$ cat config.mk
export PLATFORM = sky130hd
export DESIGN_NAME = ahblite_slave_mux
export DESIGN_NICKNAME = d
export VERILOG_FILES = /design/src/rtl/ahblite_pkg.sv /design/src/rtl/ahblite_default_slave.sv /design/src/rtl/ahblite_slave_mux.sv
export SDC_FILE = /design/constraint.sdc
export NUM_CORES = 1
export LEC_CHECK = 0
export ABC_AREA = 1
export CORE_MARGIN = 4
export CORE_UTILIZATION = 10
export DETAILED_ROUTE_END_ITERATION = 7
export PLACE_DENSITY = 0.78
export REMOVE_ABC_BUFFERS = 1
export SLEW_MARGIN = 25
export SYNTH_ARGS = -nofsm -noshare
export SYNTH_HDL_FRONTEND = slang
export SYNTH_SLANG_ARGS = --single-unit
$ cat constraint.sdc
create_clock -name HCLK -period 0.8 [get_ports HCLK]
set_input_delay 0.16 -clock HCLK [delete_from_list [all_inputs] [get_ports HCLK]]
set_output_delay 0.16 -clock HCLK [all_outputs]
set_load 0.01 [all_outputs]
$ cat src/rtl/ahblite_pkg.sv
// Shared AHB-Lite encodings, data-phase select indices and default-slave
// state encoding for the slave response multiplexer.
package ahblite_pkg;

  localparam logic [1:0] HTRANS_IDLE   = 2'b00;
  localparam logic [1:0] HTRANS_BUSY   = 2'b01;
  localparam logic [1:0] HTRANS_NONSEQ = 2'b10;
  localparam logic [1:0] HTRANS_SEQ    = 2'b11;

  localparam logic HRESP_OKAY  = 1'b0;
  localparam logic HRESP_ERROR = 1'b1;

  localparam int NUM_PORTS = 4;

  // Bit positions inside the one-hot data-phase select register
  localparam int SEL_W    = 6;
  localparam int SEL_P0   = 0;
  localparam int SEL_P1   = 1;
  localparam int SEL_P2   = 2;
  localparam int SEL_P3   = 3;
  localparam int SEL_DEF  = 4;
  localparam int SEL_NONE = 5;

  localparam logic [SEL_W-1:0] SEL_P0_OH   = 6'b000001;
  localparam logic [SEL_W-1:0] SEL_P1_OH   = 6'b000010;
  localparam logic [SEL_W-1:0] SEL_P2_OH   = 6'b000100;
  localparam logic [SEL_W-1:0] SEL_P3_OH   = 6'b001000;
  localparam logic [SEL_W-1:0] SEL_DEF_OH  = 6'b010000;
  localparam logic [SEL_W-1:0] SEL_NONE_OH = 6'b100000;

  typedef enum logic [1:0] {
    DS_IDLE = 2'b00,
    DS_ERR1 = 2'b01,
    DS_ERR2 = 2'b10
  } ds_state_e;

  // Next one-hot data-phase select; lowest-numbered claiming port wins
  function automatic logic [SEL_W-1:0] next_sel(input logic [NUM_PORTS-1:0] act,
                                                input logic def_act);
    logic [SEL_W-1:0] sel;
    sel = SEL_NONE_OH;
    if (act[0]) begin
      sel = SEL_P0_OH;
    end else if (act[1]) begin
      sel = SEL_P1_OH;
    end else if (act[2]) begin
      sel = SEL_P2_OH;
    end else if (act[3]) begin
      sel = SEL_P3_OH;
    end else if (def_act) begin
      sel = SEL_DEF_OH;
    end else begin
      sel = SEL_NONE_OH;
    end
    return sel;
  endfunction

endpackage

$ cat src/rtl/ahblite_default_slave.sv
// Default slave: answers every unclaimed active transfer with the two-cycle
// AHB ERROR response (HREADY low then high, HRESP high in both cycles).
module ahblite_default_slave
  import ahblite_pkg::*;
(
  input  logic HCLK,
  input  logic HRESET,
  input  logic sel_in,
  input  logic HREADY,
  output logic ds_hreadyout,
  output logic ds_hresp
);

  ds_state_e state_r;
  ds_state_e state_next_s;
  logic      hreadyout_r;
  logic      hresp_r;

  // Next-state logic; ERR1 always runs into ERR2 so a cancel cannot shorten it
  always_comb begin
    state_next_s = state_r;
    case (state_r)
      DS_IDLE: begin
        if (HREADY && sel_in) begin
          state_next_s = DS_ERR1;
        end else begin
          state_next_s = DS_IDLE;
        end
      end
      DS_ERR1: state_next_s = DS_ERR2;
      DS_ERR2: begin
        if (HREADY && sel_in) begin
          state_next_s = DS_ERR1;
        end else begin
          state_next_s = DS_IDLE;
        end
      end
      default: state_next_s = DS_IDLE;
    endcase
  end

  // State register with outputs registered from the next state
  always_ff @(posedge HCLK or posedge HRESET) begin
    if (HRESET) begin
      state_r     <= DS_IDLE;
      hreadyout_r <= 1'b1;
      hresp_r     <= HRESP_OKAY;
    end else begin
      state_r     <= state_next_s;
      hreadyout_r <= (state_next_s != DS_ERR1);
      hresp_r     <= (state_next_s != DS_IDLE) ? HRESP_ERROR : HRESP_OKAY;
    end
  end

  assign ds_hreadyout = hreadyout_r;
  assign ds_hresp     = hresp_r;

endmodule

$ cat src/rtl/ahblite_slave_mux.sv
// AHB-Lite response multiplexer: registers the decoder's slave select in the
// address phase and returns that slave's ready/response/data in the data phase.
module ahblite_slave_mux
  import ahblite_pkg::*;
#(
  parameter logic Port0_en = 1'b0,
  parameter logic Port1_en = 1'b0,
  parameter logic Port2_en = 1'b0,
  parameter logic Port3_en = 1'b0
) (
  input  logic        HCLK,
  input  logic        HRESET,
  input  logic [1:0]  HTRANS,
  input  logic        P0_HSEL,
  input  logic        P1_HSEL,
  input  logic        P2_HSEL,
  input  logic        P3_HSEL,
  input  logic        P0_HREADYOUT,
  input  logic        P1_HREADYOUT,
  input  logic        P2_HREADYOUT,
  input  logic        P3_HREADYOUT,
  input  logic        P0_HRESP,
  input  logic        P1_HRESP,
  input  logic        P2_HRESP,
  input  logic        P3_HRESP,
  input  logic [31:0] P0_HRDATA,
  input  logic [31:0] P1_HRDATA,
  input  logic [31:0] P2_HRDATA,
  input  logic [31:0] P3_HRDATA,
  output logic        HREADY,
  output logic        HRESP,
  output logic [31:0] HRDATA
);

  logic [NUM_PORTS-1:0] act_s;
  logic                 htrans_active_s;
  logic                 def_act_s;
  logic [SEL_W-1:0]     sel_q_r;
  logic                 ds_hreadyout_s;
  logic                 ds_hresp_s;
  logic                 hready_s;
  logic                 hresp_s;
  logic [31:0]          hrdata_s;

  // Absent ports never claim a transfer
  assign act_s = {P3_HSEL & Port3_en, P2_HSEL & Port2_en,
                  P1_HSEL & Port1_en, P0_HSEL & Port0_en};

  // NONSEQ/SEQ are real transfers; IDLE/BUSY need no slave response
  always_comb begin
    htrans_active_s = 1'b0;
    case (HTRANS)
      HTRANS_IDLE, HTRANS_BUSY:  htrans_active_s = 1'b0;
      HTRANS_NONSEQ, HTRANS_SEQ: htrans_active_s = 1'b1;
      default:                   htrans_active_s = 1'b0;
    endcase
  end

  assign def_act_s = ~(|act_s) & htrans_active_s;

  // Data-phase select; held during wait states so the phase is extended
  always_ff @(posedge HCLK or posedge HRESET) begin
    if (HRESET) begin
      sel_q_r <= SEL_NONE_OH;
    end else if (HREADY) begin
      sel_q_r <= next_sel(act_s, def_act_s);
    end else begin
      sel_q_r <= sel_q_r;
    end
  end

  ahblite_default_slave u_default_slave (
    .HCLK         (HCLK),
    .HRESET       (HRESET),
    .sel_in       (def_act_s),
    .HREADY       (HREADY),
    .ds_hreadyout (ds_hreadyout_s),
    .ds_hresp     (ds_hresp_s)
  );

  // Response mux; an unknown or NONE select answers zero-wait OKAY
  always_comb begin
    hready_s = 1'b1;
    hresp_s  = HRESP_OKAY;
    hrdata_s = 32'h0000_0000;
    if (sel_q_r[SEL_P0]) begin
      hready_s = P0_HREADYOUT;
      hresp_s  = P0_HRESP;
      hrdata_s = P0_HRDATA;
    end else if (sel_q_r[SEL_P1]) begin
      hready_s = P1_HREADYOUT;
      hresp_s  = P1_HRESP;
      hrdata_s = P1_HRDATA;
    end else if (sel_q_r[SEL_P2]) begin
      hready_s = P2_HREADYOUT;
      hresp_s  = P2_HRESP;
      hrdata_s = P2_HRDATA;
    end else if (sel_q_r[SEL_P3]) begin
      hready_s = P3_HREADYOUT;
      hresp_s  = P3_HRESP;
      hrdata_s = P3_HRDATA;
    end else if (sel_q_r[SEL_DEF]) begin
      hready_s = ds_hreadyout_s;
      hresp_s  = ds_hresp_s;
      hrdata_s = 32'h0000_0000;
    end else if (sel_q_r[SEL_NONE]) begin
      hready_s = 1'b1;
      hresp_s  = HRESP_OKAY;
      hrdata_s = 32'h0000_0000;
    end else begin
      hready_s = 1'b1;
      hresp_s  = HRESP_OKAY;
      hrdata_s = 32'h0000_0000;
    end
  end

  assign HREADY = hready_s;
  assign HRESP  = hresp_s;
  assign HRDATA = hrdata_s;

endmodule

-- After elaboration in Yosys (flattened, before gate mapping)
Index checks and enable logic that the tools add are counted.
- bits of input ports: 144
- logic and storage cells: 36
- output and inout port bits: 34
- register bits: 9
- reductions and logical operators: 7
- equal/unequal tests: 6
- mux-type cells: 19
- operator list (cell ; count):
    32-bit 2-to-1 mux ; 4
    1-bit 2-to-1 mux ; 12
    2-bit equality test, second input constant ; 3
    2-bit OR reduction ; 3
    5-bit 2-to-1 mux ; 1
    2-bit by 1-bit equality test with 1-bit output, second input constant ; 2
    2-bit zero test ; 2
    2-bit case mux with 2 select lines ; 1
    2-bit by 1-bit != test with 1-bit output, second input constant ; 1
    1-bit case mux with 2 select lines ; 1
    2-bit nonzero test ; 1
    1-bit logical AND ; 1

-- Logic depth before layout (Yosys ltp)
- word-level depth: 10
- gate-level depth with buffers: 4

-- Cells and area by module
Synthesis repeated with hierarchy kept, for this count alone.
- cells, all modules: 54
- area total of the unflattened synthesis: 441.7 µm²
- modules (own cells, without submodules) (module ; seq. area each (µm²) ; area an instance (µm²) ; cells each ; times used):
    ahblite_slave_mux ; 25.0 ; 304.0 ; 42 ; 1
    ahblite_default_slave ; 101.3 ; 137.6 ; 12 ; 1

-- Least setup slack after synthesis
No wires, ideal clock.
- path type: register to register
- from: register u_default_slave.hreadyout_r (netlist: u_default_slave.ds_hreadyout)
- to: register u_default_slave.hresp_r (netlist: u_default_slave.ds_hresp)
- data arrival time: 0.735 ns
- path slack: 0.000 ns
- required time: 0.735 ns
- stages on the path, launching flop included: 5
- clock period less this slack: 0.800 ns
- buffers on the path: 0
- cells stage by stage: dfstp_2 > inv_1 > nand2_2 > nand2_2 > nand2_1
- word-level cells in the longest chain between the ends: 10
- ends and longest elaborated chain (item ; RTL line ; source):
    start: declaration ; ahblite_default_slave.sv:16 ; logic hreadyout_r;
    start signal: assignment ; ahblite_default_slave.sv:50 ; hreadyout_r <= (state_next_s != DS_ERR1);
    1-bit 2-to-1 mux ; ahblite_slave_mux.sv:102 ; end else if (sel_q_r[SEL_DEF]) begin
    1-bit 2-to-1 mux ; ahblite_slave_mux.sv:98 ; end else if (sel_q_r[SEL_P3]) begin
    1-bit 2-to-1 mux ; ahblite_slave_mux.sv:94 ; end else if (sel_q_r[SEL_P2]) begin
    1-bit 2-to-1 mux ; ahblite_slave_mux.sv:90 ; end else if (sel_q_r[SEL_P1]) begin
    1-bit 2-to-1 mux ; ahblite_slave_mux.sv:86 ; if (sel_q_r[SEL_P0]) begin
    named net HREADY ; ahblite_slave_mux.sv:30 ; output logic HREADY,
    1-bit logical AND ; ahblite_default_slave.sv:24, ahblite_default_slave.sv:32 ;
    1-bit 2-to-1 mux ; ahblite_default_slave.sv:24, ahblite_default_slave.sv:32 ;
    2-bit case mux with 2 select lines ; ahblite_default_slave.sv:22 ; case (state_r)
    2-bit nonzero test ; ahblite_default_slave.sv:51 ; hresp_r <= (state_next_s != DS_IDLE) ? HRESP_ERROR : HRESP_OKAY;
    1-bit 2-to-1 mux ; ahblite_default_slave.sv:51 ;
    end signal: assignment ; ahblite_default_slave.sv:51 ;
    end: declaration ; ahblite_default_slave.sv:17 ; logic hresp_r;
The timed path passes the listed nets, and every way through them passes these cells.
A chain may end at the register's enable or synchronous reset.

-- Worst setup path in the final report
- from: register u_default_slave.hreadyout_r (netlist: u_default_slave.ds_hreadyout)
- to: output port HREADY
- word-level cells in the longest chain between the ends: 5
- ends and longest elaborated chain (item ; RTL line):
    1-bit 2-to-1 mux ; ahblite_slave_mux.sv:102
    1-bit 2-to-1 mux ; ahblite_slave_mux.sv:98
    1-bit 2-to-1 mux ; ahblite_slave_mux.sv:94
    1-bit 2-to-1 mux ; ahblite_slave_mux.sv:90
    1-bit 2-to-1 mux ; ahblite_slave_mux.sv:86
    end: declaration ; ahblite_slave_mux.sv:30
No other way between the ends.

==> impl_metrics.env <==
export IMPL_synth_edff_count=0
export IMPL_clock_sinks=5
export IMPL_vias_per_cell=2.03
export IMPL_port_buffers=4
export IMPL_hpwl_um=489
export IMPL_p_leak_uw=0.000290
export IMPL_yosysWarnings=0
export IMPL_finalCritPeriodShare_pct=135
export IMPL_hold_class="primary input to async pin"
export IMPL_synth_top_area_share_pct=55.2
export IMPL_grt_max_degree=6
export IMPL_routed_wl_um=614
export IMPL_synth_cells=52
export IMPL_core_um2=4120
export IMPL_path_clk_slew_ns=0.03
export IMPL_wl_per_cell_um=5.43
export IMPL_cp_max_fo=2
export IMPL_syn_to_final_growth_pct=17.0
export IMPL_seq_area_frac_synth_pct=29.0
export IMPL_setup_violations=6
export IMPL_endpoint_kind="primary output"
export IMPL_ir_drop_uv=571
export IMPL_diodes=0
export IMPL_final_max_slew_violation_count=0
export IMPL_htree_levels=1
export IMPL_dr_pass1_iters=2
export IMPL_drive_above_1_share_pct=28.6
export IMPL_yosys_most_used_dff="dfrtp_1"
export IMPL_grt_pass1_vias=160
export IMPL_grt_usage_pct=2.14
export IMPL_rsz0062_at_grt="true"
export IMPL_overflow=0
export IMPL_yosys_area_top_type="buf_4"
export IMPL_synth_area_leaders="buf_4 (55%), dfrtp_1 (23%), dfstp_2 (6.0%)"
export IMPL_startpoint_type="flop"
export IMPL_fmax_ghz=0.929
export IMPL_final_core_util_pct=12.4
export IMPL_hold_viol=0
export IMPL_numCtsBuffers=3
export IMPL_yosysMostFrequentCell="buf_4"
export IMPL_cts_buffer_depth=2
export IMPL_yosysUniqueCellTypes=10
export IMPL_postLayoutSetupSlackWorst_ns=-0.277
export IMPL_outcome="finished with violations"
export IMPL_drc_errors=0
export IMPL_synth_seq_cells=5
export IMPL_synth_area_per_cell_um2=8.37
export IMPL_synthTopCellsByCount="buf_4 (32), inv_1 (5), dfrtp_1 (4)"
export IMPL_syn_area_um2=435
export IMPL_critical_path_arrival_ns=0.92
export IMPL_fin_hold_ws_ns=0.140
export IMPL_final_antenna_net_count=0
export IMPL_cts_tree="yes"
export IMPL_antenna_found_initial=0
export IMPL_die_area_um2=5470
export IMPL_fp_dieH_um=74.0
export IMPL_crit_required_ns=0.64
export IMPL_fin_nets=208
export IMPL_path_class="flop to primary output"
export IMPL_fin_area_um2=509
export IMPL_drv_cap=0
export IMPL_io_pins=178
export IMPL_ys_async_sr_fraction_pct=100
export IMPL_via_count=229
export IMPL_initial_utilization_pct=10.6
export IMPL_gp_congestion=0.545
export IMPL_clkLatencyLatePin_ns=0.22
export IMPL_clockRootBuffer="clkbuf_8"
export IMPL_fp_row_count=23
export IMPL_violations="setup timing"
export IMPL_dpl_cell_area_um2=422
export IMPL_grt_pass1_wl_um=662
export IMPL_drt_iter0_drc=1
export IMPL_fin_crit_ns=1.08
export IMPL_fin_skew_ns=0.00102
export IMPL_power_density_nw_per_um2=1880
export IMPL_die_w_um=74.0
==> worst paths after layout <==
path	end	cells after the start	slack, ns	start
worst max-delay path	HREADY	3	-0.28	u_default_slave.ds_hreadyout
worst min-delay path	sel_q_r[4]	2	0.14	HRESET
worst max register to register	u_default_slave.ds_hresp	7	-0.25	sel_q_r[4]
worst min register to register	u_default_slave.state_r[1]	1	0.45	u_default_slave.state_r[1]
max in group asynchronous	u_default_slave.ds_hreadyout	2	0.42	HRESET
min in group HCLK	u_default_slave.state_r[1]	1	0.45	u_default_slave.state_r[1]
==> kinds of logic after synthesis <==
family	after synthesis	synth area share, %
buf+inv	39	61.2
other cells	1	0.861
flops	5	29.0
simple gates	7	8.91
==> where the power goes <==
group / internal (uW) / leakage [uW] / switching [uW] / total [uW]
combinational: 69.4 / 0.000208 / 129 / 199
clock: 341 / 0.0000228 / 115 / 456
sequential: 286 / 0.0000593 / 15.2 / 301
==> worst max-delay path: stages, from the launching register on <==
cell and delay (ns):
dfstp_2 0.52, inv_2 0.04, nand2_4 0.05, buf_6 0.09
==> registers in the layout (all words and copies together) (netlist names) <==
register / count
sel_q_r: 1
u_default_slave.ds_hreadyout: 1
u_default_slave.ds_hresp: 1
u_default_slave.state_r: 2
==> repair_timing <==
item	in CTS	in global routing
buffers inserted	2	2
gates resized for setup	12	5
cloned	0	0
hold buffers	0	0
pin swaps	3	2
endpoints found under the setup margin	6	6
==> cells in the final DEF, fill, tap and decap left out, drive strengths merged <==
cell / count
buf: 6
clkbuf: 4
clkdlybuf4s50: 2
conb: 32
dfrtp: 4
dfstp: 1
inv: 7
nand2: 5
nor2: 2
==> area by class of cell <==
type	instances	area (um^2)
clock buffers	4	45.0
fillers	474	3610
inverters	7	26.3
repair buffers	8	77.6
multi-input cells	39	171
flip-flops and latches	5	126
well taps	50	62.6
==> per-layer routing <==
layer	up-vias	global-route usage, %	share of wire (%)	wire [um]
li1	106	-	-	-
met1	100	1.22	22	134
met2	23	2.85	52	317
met3	0	4.05	26	162
met4	0	0.604	0	0
met5	-	0	0	0
==> through the flow <==
step                setup TNS [ns]  worst slack, ns  power [uW]  std cells
floorplan                        0        0.0000138         414         51
global placement             -1.34           -0.461         456        106
detailed placement           -1.40           -0.487         461        106
CTS                         -0.856           -0.298         946        111
global route                 -1.66           -0.321        1030        113
finish                       -1.36           -0.277         956        113
(Power assumes the default switching activity.)
